File: config.mk
export PLATFORM = sky130hd
export DESIGN_NAME = sc_sng_ctrl
export DESIGN_NICKNAME = d
export VERILOG_FILES = /design/src/rtl/sc_pkg.sv /design/src/rtl/sc_lfsr.sv /design/src/rtl/sc_sng_ctrl.sv
export SDC_FILE = /design/constraint.sdc
export NUM_CORES = 1
export LEC_CHECK = 0
export ABC_AREA = 1
export CAP_MARGIN = 20
export CELL_PAD_IN_SITES_DETAIL_PLACEMENT = 1
export CELL_PAD_IN_SITES_GLOBAL_PLACEMENT = 2
export CORE_MARGIN = 5
export CORE_UTILIZATION = 36
export CTS_CLUSTER_DIAMETER = 30
export DETAILED_ROUTE_END_ITERATION = 8
export PLACE_DENSITY = 0.95
export SKIP_LAST_GASP = 1
export SYNTH_ARGS = -nofsm -noshare
export SYNTH_HDL_FRONTEND = slang
export SYNTH_SLANG_ARGS = --single-unit
File: constraint.sdc
create_clock -name clk -period 3.65 [get_ports clk]
set_input_delay 0.73 -clock clk [delete_from_list [all_inputs] [get_ports clk]]
set_output_delay 0.73 -clock clk [all_outputs]
set_load 0.005 [all_outputs]
File: src/rtl/sc_pkg.sv
// Shared types, LFSR tap table and bit-reversal helper for the stochastic number generator.
package sc_pkg;

    typedef enum logic [1:0] {
        IDLE = 2'd0,
        RUN  = 2'd1,
        DONE = 2'd2
    } sc_sng_state_e;

    // Maximal-length Galois (right-shift) feedback masks, indexed by LFSR width.
    localparam logic [15:0] LFSR_TAPS [3:16] = '{
        16'h0006, 16'h000C, 16'h0014, 16'h0030, 16'h0060, 16'h00B8, 16'h0110,
        16'h0240, 16'h0500, 16'h0829, 16'h100D, 16'h2015, 16'h6000, 16'hD008
    };

    function automatic logic [15:0] bitrev(input logic [15:0] value, input int width);
        logic [15:0] r;
        r = 16'h0000;
        for (int i = 0; i < 16; i++) begin
            if (i < width) begin
                r[width-1-i] = value[i];
            end
        end
        return r;
    endfunction

endpackage

File: src/rtl/sc_lfsr.sv
// Galois LFSR random source; reloads SEED on load and advances one step per step pulse.
module sc_lfsr
    import sc_pkg::*;
#(
    parameter int             W    = 8,
    parameter logic [W-1:0]   SEED = W'(1)
) (
    input  logic         clk,
    input  logic         rst_n,
    input  logic         load,
    input  logic         step,
    output logic [W-1:0] state
);

    // Legal for W in 3..16, the range covered by the tap table.
    localparam logic [W-1:0] TAPS = W'(LFSR_TAPS[W]);

    logic [W-1:0] next_s;

    // Next-state shift with feedback from the bit falling out of the register.
    always_comb begin
        next_s = {1'b0, state[W-1:1]};
        if (state[0]) begin
            next_s = next_s ^ TAPS;
        end else begin
            next_s = {1'b0, state[W-1:1]};
        end
    end

    // State register; load takes priority over step.
    always_ff @(posedge clk or negedge rst_n) begin
        if (!rst_n) begin
            state <= SEED;
        end else if (load) begin
            state <= SEED;
        end else if (step) begin
            state <= next_s;
        end else begin
            state <= state;
        end
    end

endmodule

File: src/rtl/sc_sng_ctrl.sv
// Stochastic number generator front end: binary operand to bitstream plus rshift schedule.
// Define SC_SNG_VDC_EN to use a Van der Corput source instead of the LFSR comparator.
module sc_sng_ctrl
    import sc_pkg::*;
#(
    parameter int           W    = 8,
    parameter int           PMAX = 8,
    parameter logic [W-1:0] SEED = W'(1)
) (
    input  logic                        clk,
    input  logic                        rst_n,
    input  logic                        start,
    input  logic [W-1:0]                x,
    input  logic [$clog2(PMAX+1)-1:0]   prec,
    output logic                        busy,
    output logic                        z,
    output logic                        z_vld,
    output logic                        rshift,
    output logic                        done
);

    localparam int CW = PMAX + 1;
    localparam int PW = $clog2(PMAX + 1);

    sc_sng_state_e  state_r;
    logic [CW-1:0]  cnt_r;
    logic [W-1:0]   x_r;
    logic [PW-1:0]  prec_r;
    logic           busy_r;
    logic           z_vld_r;
    logic           done_r;

    logic [PW-1:0]  prec_clamp_s;
    logic [CW-1:0]  last_cnt_s;
    logic [CW-1:0]  cnt_inc_s;
    logic           pow2_s;
    logic           hit_s;

    // Clamp requested precision into 1..PMAX.
    always_comb begin
        prec_clamp_s = prec;
        if (prec == {PW{1'b0}}) begin
            prec_clamp_s = PW'(1);
        end else if (int'(prec) > PMAX) begin
            prec_clamp_s = PW'(PMAX);
        end else begin
            prec_clamp_s = prec;
        end
    end

    // Final count and power-of-two boundary detection; cnt is one bit wider than PMAX so it never wraps.
    always_comb begin
        last_cnt_s = (CW'(1) << prec_r) - CW'(1);
        cnt_inc_s  = cnt_r + CW'(1);
        pow2_s     = ((cnt_inc_s & cnt_r) == {CW{1'b0}}) && (cnt_r != {CW{1'b0}});
    end

`ifdef SC_SNG_VDC_EN
    logic [W-1:0]  cnt_low_s;
    logic [15:0]   rev_s;
    logic [W-1:0]  rnd_s;

    // Van der Corput source: bit-reversed run counter.
    always_comb begin
        cnt_low_s = W'(cnt_r);
        rev_s     = bitrev(16'(cnt_low_s), W);
        rnd_s     = W'(rev_s);
        hit_s     = (rnd_s < x_r);
    end
`else
    logic [W-1:0]  lfsr_s;
    logic          lfsr_load_s;
    logic          lfsr_step_s;

    // LFSR reloads on an accepted start and steps on every RUN cycle.
    always_comb begin
        lfsr_load_s = (state_r == IDLE) && start;
        lfsr_step_s = (state_r == RUN);
        hit_s       = (lfsr_s <= x_r);
    end

    sc_lfsr #(
        .W    (W),
        .SEED (SEED)
    ) u_lfsr (
        .clk   (clk),
        .rst_n (rst_n),
        .load  (lfsr_load_s),
        .step  (lfsr_step_s),
        .state (lfsr_s)
    );
`endif

    // Control FSM with registered handshake outputs.
    always_ff @(posedge clk or negedge rst_n) begin
        if (!rst_n) begin
            state_r <= IDLE;
            cnt_r   <= {CW{1'b0}};
            x_r     <= {W{1'b0}};
            prec_r  <= {PW{1'b0}};
            busy_r  <= 1'b0;
            z_vld_r <= 1'b0;
            done_r  <= 1'b0;
        end else begin
            case (state_r)
                IDLE: begin
                    done_r <= 1'b0;
                    if (start) begin
                        state_r <= RUN;
                        x_r     <= x;
                        prec_r  <= prec_clamp_s;
                        cnt_r   <= {CW{1'b0}};
                        busy_r  <= 1'b1;
                        z_vld_r <= 1'b1;
                    end else begin
                        busy_r  <= 1'b0;
                        z_vld_r <= 1'b0;
                    end
                end
                RUN: begin
                    cnt_r <= cnt_inc_s;
                    if (cnt_r == last_cnt_s) begin
                        state_r <= DONE;
                        z_vld_r <= 1'b0;
                        done_r  <= 1'b1;
                    end else begin
                        z_vld_r <= 1'b1;
                        done_r  <= 1'b0;
                    end
                end
                DONE: begin
                    state_r <= IDLE;
                    busy_r  <= 1'b0;
                    z_vld_r <= 1'b0;
                    done_r  <= 1'b0;
                end
                default: begin
                    state_r <= IDLE;
                    busy_r  <= 1'b0;
                    z_vld_r <= 1'b0;
                    done_r  <= 1'b0;
                end
            endcase
        end
    end

    // z and rshift are gated by z_vld so both read 0 outside RUN.
    always_comb begin
        busy   = busy_r;
        z_vld  = z_vld_r;
        done   = done_r;
        z      = z_vld_r && hit_s;
        rshift = z_vld_r && pow2_s;
    end

endmodule

# Word-level counts from Yosys, hierarchy flattened
# Cells that the tools add are included.
dict set report op_classes {
  addsub 2
  n_lt_le_gt_ge 2
  n_eq_ne 4
  shift 1
  muxes 16
  bitwise 2
  reduce_logical 13
}
# operator n
set op_table {}
lappend op_table {{$mux W8} 3}
lappend op_table {{$pmux W9 S2} 1}
lappend op_table {{$add A9 B1 Y9 const B} 1}
lappend op_table {{$and A9 B9 Y9} 1}
lappend op_table {{$eq A9 B9 Y1} 1}
lappend op_table {{$logic_not A9 Y1} 1}
lappend op_table {{$mux W9} 1}
lappend op_table {{$reduce_bool A9 Y1} 1}
lappend op_table {{$shl A1 B4 Y9 const A} 1}
lappend op_table {{$sub A9 B2 Y9 const B} 1}
lappend op_table {{$le A8 B8 Y1} 1}
lappend op_table {{$mux W4} 2}
lappend op_table {{$reduce_and A2 Y1} 3}
lappend op_table {{$gt A4 B4 Y1 const B} 1}
lappend op_table {{$logic_and A1 B1 Y1} 4}
lappend op_table {{$logic_not A4 Y1} 1}
lappend op_table {{$mux W1} 4}
lappend op_table {{$mux W2} 2}
lappend op_table {{$not A3 Y4} 1}
lappend op_table {{$pmux W1 S2} 2}
lappend op_table {{$pmux W2 S2} 1}
lappend op_table {{$reduce_bool A2 Y1} 2}
lappend op_table {{$eq A2 B1 Y1 const B} 1}
lappend op_table {{$logic_not A2 Y1} 1}
lappend op_table {{other kinds (2)} 2}
dict set report totals {
  register_bits 34
  word_cells 48
}

# Longest topological paths before layout
dict set report logic_depth {
  depth_word 5
  ltp_mapped 15
  mapped_depth_nobuf 14
}

# Cells and area by module
# From an unflattened synthesis, not the netlist that was laid out.
dict set report unflattened {
  cells_unflattened 263
  area_unflattened_um2 2025.7
}
# module instances cells_each area_per_inst_um2
set by_module_without_submodules {}
lappend by_module_without_submodules {sc_sng_ctrl 1 219 1669.1}
lappend by_module_without_submodules {sc_lfsr 1 44 356.6}

# Worst setup path after synthesis
# OpenSTA, ideal clock, no wires.
dict set report synth_path {
  path_type {reg-to-output}
  startpoint {reg cnt_r[2]}
  endpoint {out rshift}
  arrival_time_ps 1483
  slack_ps 1437
  stages_incl_launch_ff 8
  path_cell_list {dfrtp_1 inv_1 nor3_1 nand2_1 ha_1 nor4_1 nand3_1 a41oi_1}
}
dict set report synth_via {
  elab_chain_cells 5
}
# item line
set synth_rtl {}
lappend synth_rtl {{start: declaration} sc_sng_ctrl.sv:26} ;# logic [CW-1:0] cnt_r;
lappend synth_rtl {{start signal: assignment} sc_sng_ctrl.sv:98} ;# cnt_r <= {CW{1'b0}};
lappend synth_rtl {{start signal: assignment} sc_sng_ctrl.sv:112} ;# cnt_r <= {CW{1'b0}};
lappend synth_rtl {{start signal: assignment} sc_sng_ctrl.sv:121} ;# cnt_r <= cnt_inc_s;
lappend synth_rtl {{$add A9 B1 Y9} sc_sng_ctrl.sv:54} ;# cnt_inc_s = cnt_r + CW'(1);
lappend synth_rtl {{$and A9 B9 Y9} sc_sng_ctrl.sv:55} ;# pow2_s = ((cnt_inc_s & cnt_r) == {CW{1'b0}}) && (cnt_r != {CW{1'b0}});
lappend synth_rtl {{$logic_not A9 Y1} sc_sng_ctrl.sv:55}
lappend synth_rtl {{$logic_and A1 B1 Y1 *} sc_sng_ctrl.sv:55}
lappend synth_rtl {{$logic_and A1 B1 Y1 *} sc_sng_ctrl.sv:153} ;# rshift = z_vld_r && pow2_s;
lappend synth_rtl {{end: declaration} sc_sng_ctrl.sv:18} ;# output logic rshift,
# Mark *: on every way between the ends. The rest lies on a longest branch, timed or not.

# Final worst setup path
# Ends and elaborated chain as after synthesis.

==> impl_metrics.json <==
{
  "final_area_sq_mm": 0.00240,
  "syn_nets": 298,
  "mostFrequentLayoutCell": "nand2_1",
  "seq_area_frac_synth": 0.419,
  "ys_ff_latch": 34,
  "postRouteAntennaNets": 0,
  "viasPerCell": 5.03,
  "seq_power_share": 0.361,
  "end_kind": "primary output",
  "clk_pin_slew_worst_paths_ns": 0.07,
  "drt_iter0_markers": 82,
  "post-cts-setup-buffer-count": 0,
  "grt_pass1_vias": 1952,
  "cts_made_buffers": 5,
  "hold_viol": 0,
  "slew_headroom": 0.564,
  "vias": 1807,
  "drv_cap": 0,
  "wl_per_cell_microns": 14.5,
  "design.die.area_sq_mm": 0.00725,
  "post_cts_resized": 0,
  "sw_frac_of_total": 0.428,
  "grt-ovfl-total": 0,
  "routabilityCongestion": 0.818,
  "n_antenna_cell": 0,
  "post-route-period-util": 0.923,
  "cp-start-kind": "flop",
  "grtUsageMet1": 0.205,
  "grt_pass1_wl_mm": 9.14,
  "required_ns": 2.92,
  "synth_cell_types": 23,
  "fin_crit_ns": 3.37,
  "path_max_fanout": 8,
  "power.internal_uw": 1040,
  "io_buffers": 19,
  "p_leak_uw": 0.00117,
  "maxClockFrequency_mhz": 297,
  "dr.pass1.iters": 4,
  "drc": 0,
  "cts_root_buffer": "clkbuf_8",
  "ios": 20,
  "layout_common_cells": "75 x nand2_1, 41 x inv_1, 33 x dfrtp_1",
  "worstMarginPinSlew_ns": 0.653,
  "num-fill-cells": 685,
  "critPathKind": "flop to primary output",
  "num-nets-final": 320,
  "yosysWarnings": 0,
  "core.rowCount": 27,
  "clkPwrFrac": 0.164,
  "use_met2": 0.256,
  "finalClockSkew_ns": 0.00657,
  "antenna_found_initial": 0,
  "setup_viol": 0,
  "final.setup.tns_ns": 0,
  "clkSinkCount": 34,
  "postRouteWirelength_mm": 5.21,
  "start_util": 0.369,
  "grt_max_degree": 35,
  "switchingPower_uw": 777,
  "arrival_ns": 2.64,
  "p_per_area_mw_per_mm2": 758,
  "ir_worst_vdd_mv": 0.299,
  "netlist_instances": 264,
  "track_usage": 0.158,
  "syn-cell-area_sq_mm": 0.00203,
  "rsz0062_at_grt": "false",
  "dpl-instance-area_sq_mm": 0.00230,
  "syn2layout_area_growth_pct": 18.0,
  "grt_util_met3": 0.0330,
  "cts_max_path_buffers": 2,
  "final_core_util": 0.435,
  "slew_viol_final": 0,
  "grt-busiest-layer": "met2",
  "avgSynthCellArea_sq_um": 7.70,
  "tritoncts": "done",
  "htree_levels": 2,
  "core_sq_mm": 0.00551,
  "hold_path.class": "flop to flop",
  "clk_latency_ns": 0.29,
  "combPwrFrac": 0.475,
  "holdBufCountCts": 0,
  "die_y_microns": 85.1,
  "dieWidth_microns": 85.1,
  "drive_gt1_frac": 0.0592,
  "status": "completed",
  "dpl.hpwl_mm": 4.01
}
## sequential cells by signal, summed over array words and instances (netlist names)
register / flops
done: 1
state_r: 2
z_vld: 1
u_lfsr.state: 8
cnt_r: 9
busy: 1
x_r: 8
prec_r: 4
## worst paths after layout
check                      slack, ns                   from                          end  cells past startpoint
min in group asynchronous       0.85                  rst_n           x_r[4]$_DFFE_PN0P_                      2
min                             0.49       busy$_DFFE_PN0N_             busy$_DFFE_PN0N_                      2
max reg2reg                     1.41  prec_r[1]$_DFFE_PN0P_       state_r[0]$_DFFE_PN0P_                     14
max in group asynchronous       2.46                  rst_n  u_lfsr.state[0]$_DFFE_PN1P_                      2
max                             0.28   cnt_r[2]$_DFFE_PN0P_                       rshift                      8
min reg2reg                     0.49       busy$_DFFE_PN0N_             busy$_DFFE_PN0N_                      2
## through the flow
stage / power [uW] / hold slack, ns / worst slack, ns / instances
4_1_cts: 1840 / 0.492 / 0.296 / 359
3_5_place_dp: 1520 / 0.470 / 0.659 / 351
3_3_place_gp: 1480 / 0.474 / 0.772 / 351
5_1_grt: 2020 / 0.535 / 0.0455 / 359
2_1_floorplan: 1240 / 0.434 / 1.44 / 264
6_report: 1820 / 0.486 / 0.281 / 359
## power by group through the flow
| stage | Combinational [uW] | Sequential (uW) | Clock, uW |
|---|---|---|---|
| floorplan | 615 | 626 | 0 |
| global placement | 834 | 651 | 0 |
| detailed placement | 858 | 663 | 0 |
| CTS | 874 | 656 | 307 |
| global route | 1020 | 676 | 326 |
| finish | 862 | 656 | 299 |
## area by class of cell
| class | instances | area (sq um) | share of cell area |
|---|---|---|---|
| inverters | 43 | 161 | 0.0673 |
| flip-flops and latches | 34 | 852 | 0.355 |
| multi-input cells | 181 | 993 | 0.414 |
| clock buffers | 6 | 82.6 | 0.0344 |
| clock inverters | 2 | 12.5 | 0.00522 |
| repair buffers | 21 | 205 | 0.0856 |
| well taps | 72 | 90.1 | 0.0376 |
## cell families after synthesis
kind of cell,after synthesis,share of synthesized area
flip-flops,34,0.419
AND/OR/NAND/NOR,121,0.254
AO/OA/AOI/OAI,39,0.110
adder cells (fa/ha/maj),19,0.117
buffers and inverters,49,0.0917
XOR/XNOR,2,0.00862
## routing by layer
layer  routed length [microns]  part of all wire
met3                       173             0.033
met4                       108             0.021
met5                         0                 0
met1                      2430              0.47
met2                      2500              0.48
## worst max-delay path, cell delays in order (launching register included)
cell and delay [ns]:
dfrtp_1 0.48, inv_1 0.15, nor3_1 0.35, nand2_1 0.11, ha_1 0.19, nor3_1 0.26
nand3_1 0.11, a41oi_1 0.18, clkdlybuf4s50_1 0.53
## synthesized netlist by cell type (all sizes together)
library cell   n  area (sq um)
a21oi          9          45.0
a41oi          1          8.76
buf            2          10.0
clkbuf         4          15.0
dfrtp         33           826
dfstp          1          26.3
ha            19           238
inv           43           161
nand2         77           299
nand3         16          80.1
nand4          5          31.3
nor2          18          77.6
nor3           3          15.0
nor4           2          12.5
o211ai         2          15.0
o21ai         12          60.1
o22ai         15          93.8
xnor2          2          17.5
No activity file was read; power rests on OpenSTA's default activity.
